File: src/rtl/fpu_stim_gen_if.sv
// Vector handshake bundle between the stimulus generator and the FPU under test.
interface fpu_stim_gen_if;
  logic        out_valid;
  logic        out_ready;
  logic [1:0]  op;
  logic [31:0] a;
  logic [31:0] b;
  logic [15:0] test_idx;

  modport master (
    output out_valid, op, a, b, test_idx,
    input  out_ready
  );

  modport slave (
    input  out_valid, op, a, b, test_idx,
    output out_ready
  );
endinterface

File: src/rtl/fpu_stim_gen.sv
// Pseudo-random single-precision operand generator sweeping ADD/SUB/MUL/DIV,
// with a programmable share of special operands (+/-Inf, qNaN, min denormal).
module fpu_stim_gen #(
  parameter int unsigned NUM_TESTS_PER_OP = 100,
  parameter logic [31:0] SEED             = 32'h0000002A,
  parameter int unsigned SPECIAL_THRESH   = 6
) (
  input  logic          clk,
  input  logic          rst_n,
  input  logic          start,
  fpu_stim_gen_if.master vec,
  output logic          busy,
  output logic          done
);

  localparam logic [2:0] S_IDLE    = 3'd0;
  localparam logic [2:0] S_GEN_A0  = 3'd1;
  localparam logic [2:0] S_GEN_A1  = 3'd2;
  localparam logic [2:0] S_GEN_B0  = 3'd3;
  localparam logic [2:0] S_GEN_B1  = 3'd4;
  localparam logic [2:0] S_PRESENT = 3'd5;
  localparam logic [2:0] S_DONE    = 3'd6;

  localparam logic [31:0] LFSR_INIT = (SEED == 32'h0) ? 32'h0000_0001 : SEED;
  localparam logic [31:0] LFSR_TAPS = 32'h8020_0003;
  localparam logic [7:0]  THRESH    = 8'(SPECIAL_THRESH);
  localparam logic [15:0] LAST_IDX  = 16'(NUM_TESTS_PER_OP - 1);

  logic [2:0]  state_q, state_d;
  logic [31:0] lfsr_q,  lfsr_d;
  logic [8:0]  sel_q,   sel_d;
  logic [31:0] a_q,     a_d;
  logic [31:0] b_q,     b_d;
  logic [1:0]  op_q,    op_d;
  logic [15:0] idx_q,   idx_d;
  logic        valid_q, valid_d;
  logic [31:0] lfsr_next;

  function automatic logic [31:0] make_operand(input logic [8:0] sel, input logic [31:0] val);
    logic [31:0] res;
    if ({1'b0, sel[6:0]} < THRESH) begin
      case (sel[8:7])
        2'd0:    res = 32'h7F80_0000;
        2'd1:    res = 32'hFF80_0000;
        2'd2:    res = 32'h7FC0_0000;
        default: res = 32'h0000_0001;
      endcase
    end else begin
      // Clamp the exponent so random words never produce Inf/NaN by accident.
      res = {val[31], (val[30:23] == 8'hFF) ? 8'hFE : val[30:23], val[22:0]};
    end
    return res;
  endfunction

  assign lfsr_next = {1'b0, lfsr_q[31:1]} ^ (lfsr_q[0] ? LFSR_TAPS : 32'h0);

  always_comb begin
    state_d = state_q;
    lfsr_d  = lfsr_q;
    sel_d   = sel_q;
    a_d     = a_q;
    b_d     = b_q;
    op_d    = op_q;
    idx_d   = idx_q;
    valid_d = valid_q;
    case (state_q)
      S_IDLE, S_DONE: begin
        if (start) begin
          state_d = S_GEN_A0;
          op_d    = '0;
          idx_d   = '0;
        end
      end
      S_GEN_A0: begin
        sel_d   = lfsr_q[8:0];
        lfsr_d  = lfsr_next;
        state_d = S_GEN_A1;
      end
      S_GEN_A1: begin
        a_d     = make_operand(sel_q, lfsr_q);
        lfsr_d  = lfsr_next;
        state_d = S_GEN_B0;
      end
      S_GEN_B0: begin
        sel_d   = lfsr_q[8:0];
        lfsr_d  = lfsr_next;
        state_d = S_GEN_B1;
      end
      S_GEN_B1: begin
        b_d     = make_operand(sel_q, lfsr_q);
        lfsr_d  = lfsr_next;
        valid_d = 1'b1;
        state_d = S_PRESENT;
      end
      S_PRESENT: begin
        if (valid_q && vec.out_ready) begin
          valid_d = 1'b0;
          if (idx_q == LAST_IDX) begin
            idx_d   = '0;
            op_d    = op_q + 2'd1;
            state_d = (op_q == 2'b11) ? S_DONE : S_GEN_A0;
          end else begin
            idx_d   = idx_q + 16'd1;
            state_d = S_GEN_A0;
          end
        end
      end
      default: state_d = S_IDLE;
    endcase
  end

  always_ff @(posedge clk or negedge rst_n) begin
    if (!rst_n) begin
      state_q <= S_IDLE;
      lfsr_q  <= LFSR_INIT;
      sel_q   <= '0;
      a_q     <= '0;
      b_q     <= '0;
      op_q    <= '0;
      idx_q   <= '0;
      valid_q <= 1'b0;
    end else begin
      state_q <= state_d;
      lfsr_q  <= lfsr_d;
      sel_q   <= sel_d;
      a_q     <= a_d;
      b_q     <= b_d;
      op_q    <= op_d;
      idx_q   <= idx_d;
      valid_q <= valid_d;
    end
  end

  assign vec.out_valid = valid_q;
  assign vec.op        = op_q;
  assign vec.a         = a_q;
  assign vec.b         = b_q;
  assign vec.test_idx  = idx_q;
  assign busy          = (state_q != S_IDLE) && (state_q != S_DONE);
  assign done          = (state_q == S_DONE);

endmodule

File: src/flat_wrapper.sv
// flat-port wrapper written by rule: the top's interface ports become plain ports
module fpu_stim_gen_flat 
#(
  parameter int unsigned NUM_TESTS_PER_OP = 100,
  parameter logic [31:0] SEED             = 32'h0000002A,
  parameter int unsigned SPECIAL_THRESH   = 6
)
  (clk, rst_n, start, busy, done, vec_out_valid, vec_op, vec_a, vec_b, vec_test_idx, vec_out_ready);
  fpu_stim_gen_if vec_i ();
  input  logic clk;
  input  logic rst_n;
  input  logic start;
  output logic busy;
  output logic done;
  output wire logic [$bits(vec_i.out_valid)-1:0] vec_out_valid;
  output wire logic [$bits(vec_i.op)-1:0] vec_op;
  output wire logic [$bits(vec_i.a)-1:0] vec_a;
  output wire logic [$bits(vec_i.b)-1:0] vec_b;
  output wire logic [$bits(vec_i.test_idx)-1:0] vec_test_idx;
  input wire logic [$bits(vec_i.out_ready)-1:0] vec_out_ready;
  assign vec_out_valid = vec_i.out_valid;
  assign vec_op = vec_i.op;
  assign vec_a = vec_i.a;
  assign vec_b = vec_i.b;
  assign vec_test_idx = vec_i.test_idx;
  assign vec_i.out_ready = vec_out_ready;
  fpu_stim_gen #(.NUM_TESTS_PER_OP(NUM_TESTS_PER_OP), .SEED(SEED), .SPECIAL_THRESH(SPECIAL_THRESH)) u_core (.clk(clk), .rst_n(rst_n), .start(start), .vec(vec_i), .busy(busy), .done(done));
endmodule
File: config.mk
export PLATFORM = sky130hd
export DESIGN_NAME = fpu_stim_gen_flat
export DESIGN_NICKNAME = d
export VERILOG_FILES = /design/src/rtl/fpu_stim_gen_if.sv /design/src/rtl/fpu_stim_gen.sv /design/src/flat_wrapper.sv
export SDC_FILE = /design/constraint.sdc
export NUM_CORES = 1
export LEC_CHECK = 0
export CORE_MARGIN = 5
export CORE_UTILIZATION = 53
export CTS_CLUSTER_DIAMETER = 40
export DETAILED_ROUTE_END_ITERATION = 16
export PLACE_DENSITY = 0.8
export SLEW_MARGIN = 10
export SYNTH_ARGS = -nofsm -noshare
export SYNTH_HDL_FRONTEND = slang
export SYNTH_SLANG_ARGS = --single-unit
File: constraint.sdc
create_clock -name clk -period 2.1 [get_ports clk]
set_input_delay 0.315 -clock clk [delete_from_list [all_inputs] [get_ports clk]]
set_output_delay 0.315 -clock clk [all_outputs]
set_load 0.01 [all_outputs]
==> flow_summary_export.csv <==
group,metric,value,unit
outcome,status,"finished, final reports clean",
power,p_total,12.0,mW
timing,slew-limit-headroom,0.642,
die,die_area,12000,sq um
setup_path,r2r_end,"u_core.vec.op[0]",
cts,clk_transition_reported_paths,0.06,ns
timing,fmax,0.487,GHz
placement,gp_congestion,0.914,
power,ir_worst_vdd,0.000705,V
die,die_x,110,microns
die,core_area,9730,sq um
cts,cts_tree,"built",
final_layout,post_route_cells_drive_above_1_share,0.204,
yosys,synth-main-ff-cell,"dfrtp_1",
die,io_pins,89,
yosys,synthArstFlopShare,1.00,
run,maxCapViolCount,0,
final_layout,diodes,0,
global_route,grt_usage,0.216,
routing,viasPerCell,5.51,
routing,wire_per_inst,16.8,microns
setup_path,startpoint_type,"flop",
yosys,ys_seq_area_frac,0.600,
routing,drt-initial-drc-count,163,
timing,skew,0.00644,ns
die,start_util,0.541,
routing,remaining_drc_errors,0,
setup_path,r2r_start,"u_core.vec.test_idx[0]",
routing,vias,4022,
global_route,grt_start_max_net_pins,66,
power,power.clock.fraction,0.241,
power,seqPwrFrac,0.357,
timing,worst_slew_pin_slew,0.537,ns
global_route,grt_antenna_before_repair,0,
final_layout,syn_to_final_growth,34.4,%
global_route,grt_overflow,0,
power,p_switching,4.20,mW
yosys,syn_inst,478,
cts,cts_sinks,126,
setup_path,reg2reg_depth,6,
cts,cts_max_level,4,
cts,clock_latency,0.51,ns
routing,first_pass_iters,4,
global_route,grt_pass1_wl,20000,microns
timing,drv_slew,0,
yosys,synthTopCellsByArea,"dfrtp_1, mux2_2, o21ai_0",
yosys,ys_warn_count,0,
power,p_sw_frac,0.349,
routing,routed_wl,12300,microns
placement,port_buffers,88,
setup_path,crit_type,"flop to output port",
timing,hold_violations,0,
power,powerDensity,1700,nW/um^2
power,leakagePower,3.22,nW
power,combPwrFrac,0.402,
yosys,ys_seq_elements,126,
die,fp.dieH,110,microns
setup_path,cp.required,1.78,ns
timing,setup_ws,0.0454,ns
timing,setup_viol,0,
final_layout,nets,590,
cts,cts_made_buffers,17,
power,p_int,7.82,mW
yosys,synth_common_cells,"dfrtp_1, nand2_1, o21ai_0",
final_layout,nFillCells,689,
timing,finalCriticalPeriod,2.05,ns
final_layout,multi_input_area,2010,sq um
worst_hold_path,hp-class,"primary input to async pin",
placement,hpwlAfterDp,7960,microns
setup_path,arrival,1.74,ns
routing,drtAntennaViolNets,0,
yosys,synth_fp_nets,484,
global_route,grt_pass1_vias,4065,
setup_path,worst-path-max-fanout,8,
yosys,synth_area,5270,sq um
yosys,synth.most_common_cell,"dfrtp_1",
yosys,synth_cell_types,53,
cts,root_buffer,"clkbuf_8",
yosys,synth_edf_count,0,
placement,preCtsSetupSlack,0.0603,ns
timing,period_share,0.978,
yosys,netlist.area_leader.share,0.585,
yosys,syn_area_per_cell,11.0,sq um
setup_path,rrSetupSlack,0.16,ns
cts,cts_buffer_depth,2,
final_layout,seq_area,3160,sq um
die,std_cell_rows,36,
setup_path,critPathCaptureType,"output port",
yosys,yosysTopAreaCell,"dfrtp_1",
## through the flow
step / hold slack, ns / cells / TNS [ns] / instance area [sq um] / utilization
after floorplan: 0.0194 / 478 / 0 / 5270 / -
after global placement: 0.320 / 689 / 0 / 6390 / 0.657
after detailed placement: 0.330 / 689 / 0 / 6390 / 0.657
after CTS: 0.324 / 725 / -0.00539 / 7020 / 0.722
after global routing: 0.385 / 730 / -0.0101 / 7080 / 0.727
final: 0.350 / 730 / 0 / 7080 / 0.727
## repair_timing
action / 4_1_cts / 5_1_grt
setup buffers: 3 / 5
hold buffers: 1 / 0
setup endpoints to repair: 2 / 4
pin swaps: 0 / 0
hold endpoints to repair: 37 / 0
resized for setup: 8 / 3
## worst max-delay path, stage by stage, from the launching register on
cell             delay [ns]
dfrtp_2                0.46
buf_12                 0.13
nor2b_4                0.04
or3_1                  0.35
clkdlybuf4s15_1        0.24
## cells in the final DEF (no fill, tap or decap), types with 2 or more instances in the layout
master             n
nor2_1            14
a31oi_1            2
mux2_2            39
nand2_1          101
a21oi_1            9
nor2_4             3
a21o_1             3
nand2b_2           2
buf_12             6
or3_1              2
dfrtp_2            3
nor4_1             3
clkinv_4           4
dfrtp_1          120
nand3_1            6
ha_1               2
clkdlybuf4s50_1   85
inv_6              6
o211ai_1           4
nor3_1             5
nor2b_1            3
and4_1             3
o22ai_1            2
inv_8              2
nor3b_1            3
clkbuf_16         16
bufinv_16          2
buf_4             19
xor2_1             7
xnor2_1            3
and3_1             2
and4_2             2
dfstp_2            3
o21ai_0           76
nand4_1            3
## power groups by stage
stage | registers, mW | logic, mW | clock network (mW)
3_5_place_dp | 4.31 | 4.65 | 0
2_1_floorplan | 4.36 | 2.47 | 0
6_report | 4.29 | 4.83 | 2.89
3_3_place_gp | 4.24 | 4.45 | 0
5_1_grt | 4.43 | 5.30 | 3.05
4_1_cts | 4.29 | 4.81 | 2.93
## worst max-delay path by stage
| stage | start | to | slack [ns] | depth (start not counted) |
|---|---|---|---|---|
| detailed placement | vec_out_ready | u_core.vec.test_idx[15] | 0.06 | 6 |
| global route | u_core.state_q[1] | busy | -0.01 | 4 |
| CTS | u_core.state_q[1] | done | -0.005 | 2 |
| floorplan | u_core.vec.test_idx[0] | u_core.vec.op[0] | 0.26 | 7 |
| finish | u_core.state_q[1] | busy | 0.05 | 4 |
| global placement | vec_out_ready | u_core.vec.test_idx[15] | 0.12 | 6 |
## metal layers
metal / track usage / routed length [microns] / vias to the layer above
li1: - / - / 1875
met1: 0.277 / 5250 / 2035
met2: 0.356 / 6350 / 96
met3: 0.0587 / 505 / 16
met4: 0.0757 / 184 / 0
met5: 0 / 0 / -
## cell type report
class	count	area share
flip-flops and latches	126	0.447
multi-input cells	325	0.284
repair buffers	113	0.162
clock buffers	17	0.0585
clock inverters	15	0.0247
well taps	133	0.0235
inverters	1	0.000530
## sequential cells by signal, summed over array words and instances (netlist names)
name / count
u_core.state_q: 3
u_core.lfsr_q: 32
u_core.vec.a: 32
u_core.vec.op: 2
u_core.sel_q: 8
u_core.vec.b: 32
u_core.vec.out_valid: 1
u_core.vec.test_idx: 16
## cell families (layout without fill, tap and decap cells)
group	Yosys count	in the layout	share of synthesized area
flip-flops	126	126	0.600
AO/OA/AOI/OAI	105	105	0.111
multiplexers	40	40	0.0853
AND/OR/NAND/NOR	167	167	0.158
buffers and inverters	27	146	0.0226
XOR/XNOR	11	11	0.0183
adder cells (fa/ha/maj)	2	2	0.00475
No activity file was read; power rests on OpenSTA's default activity.
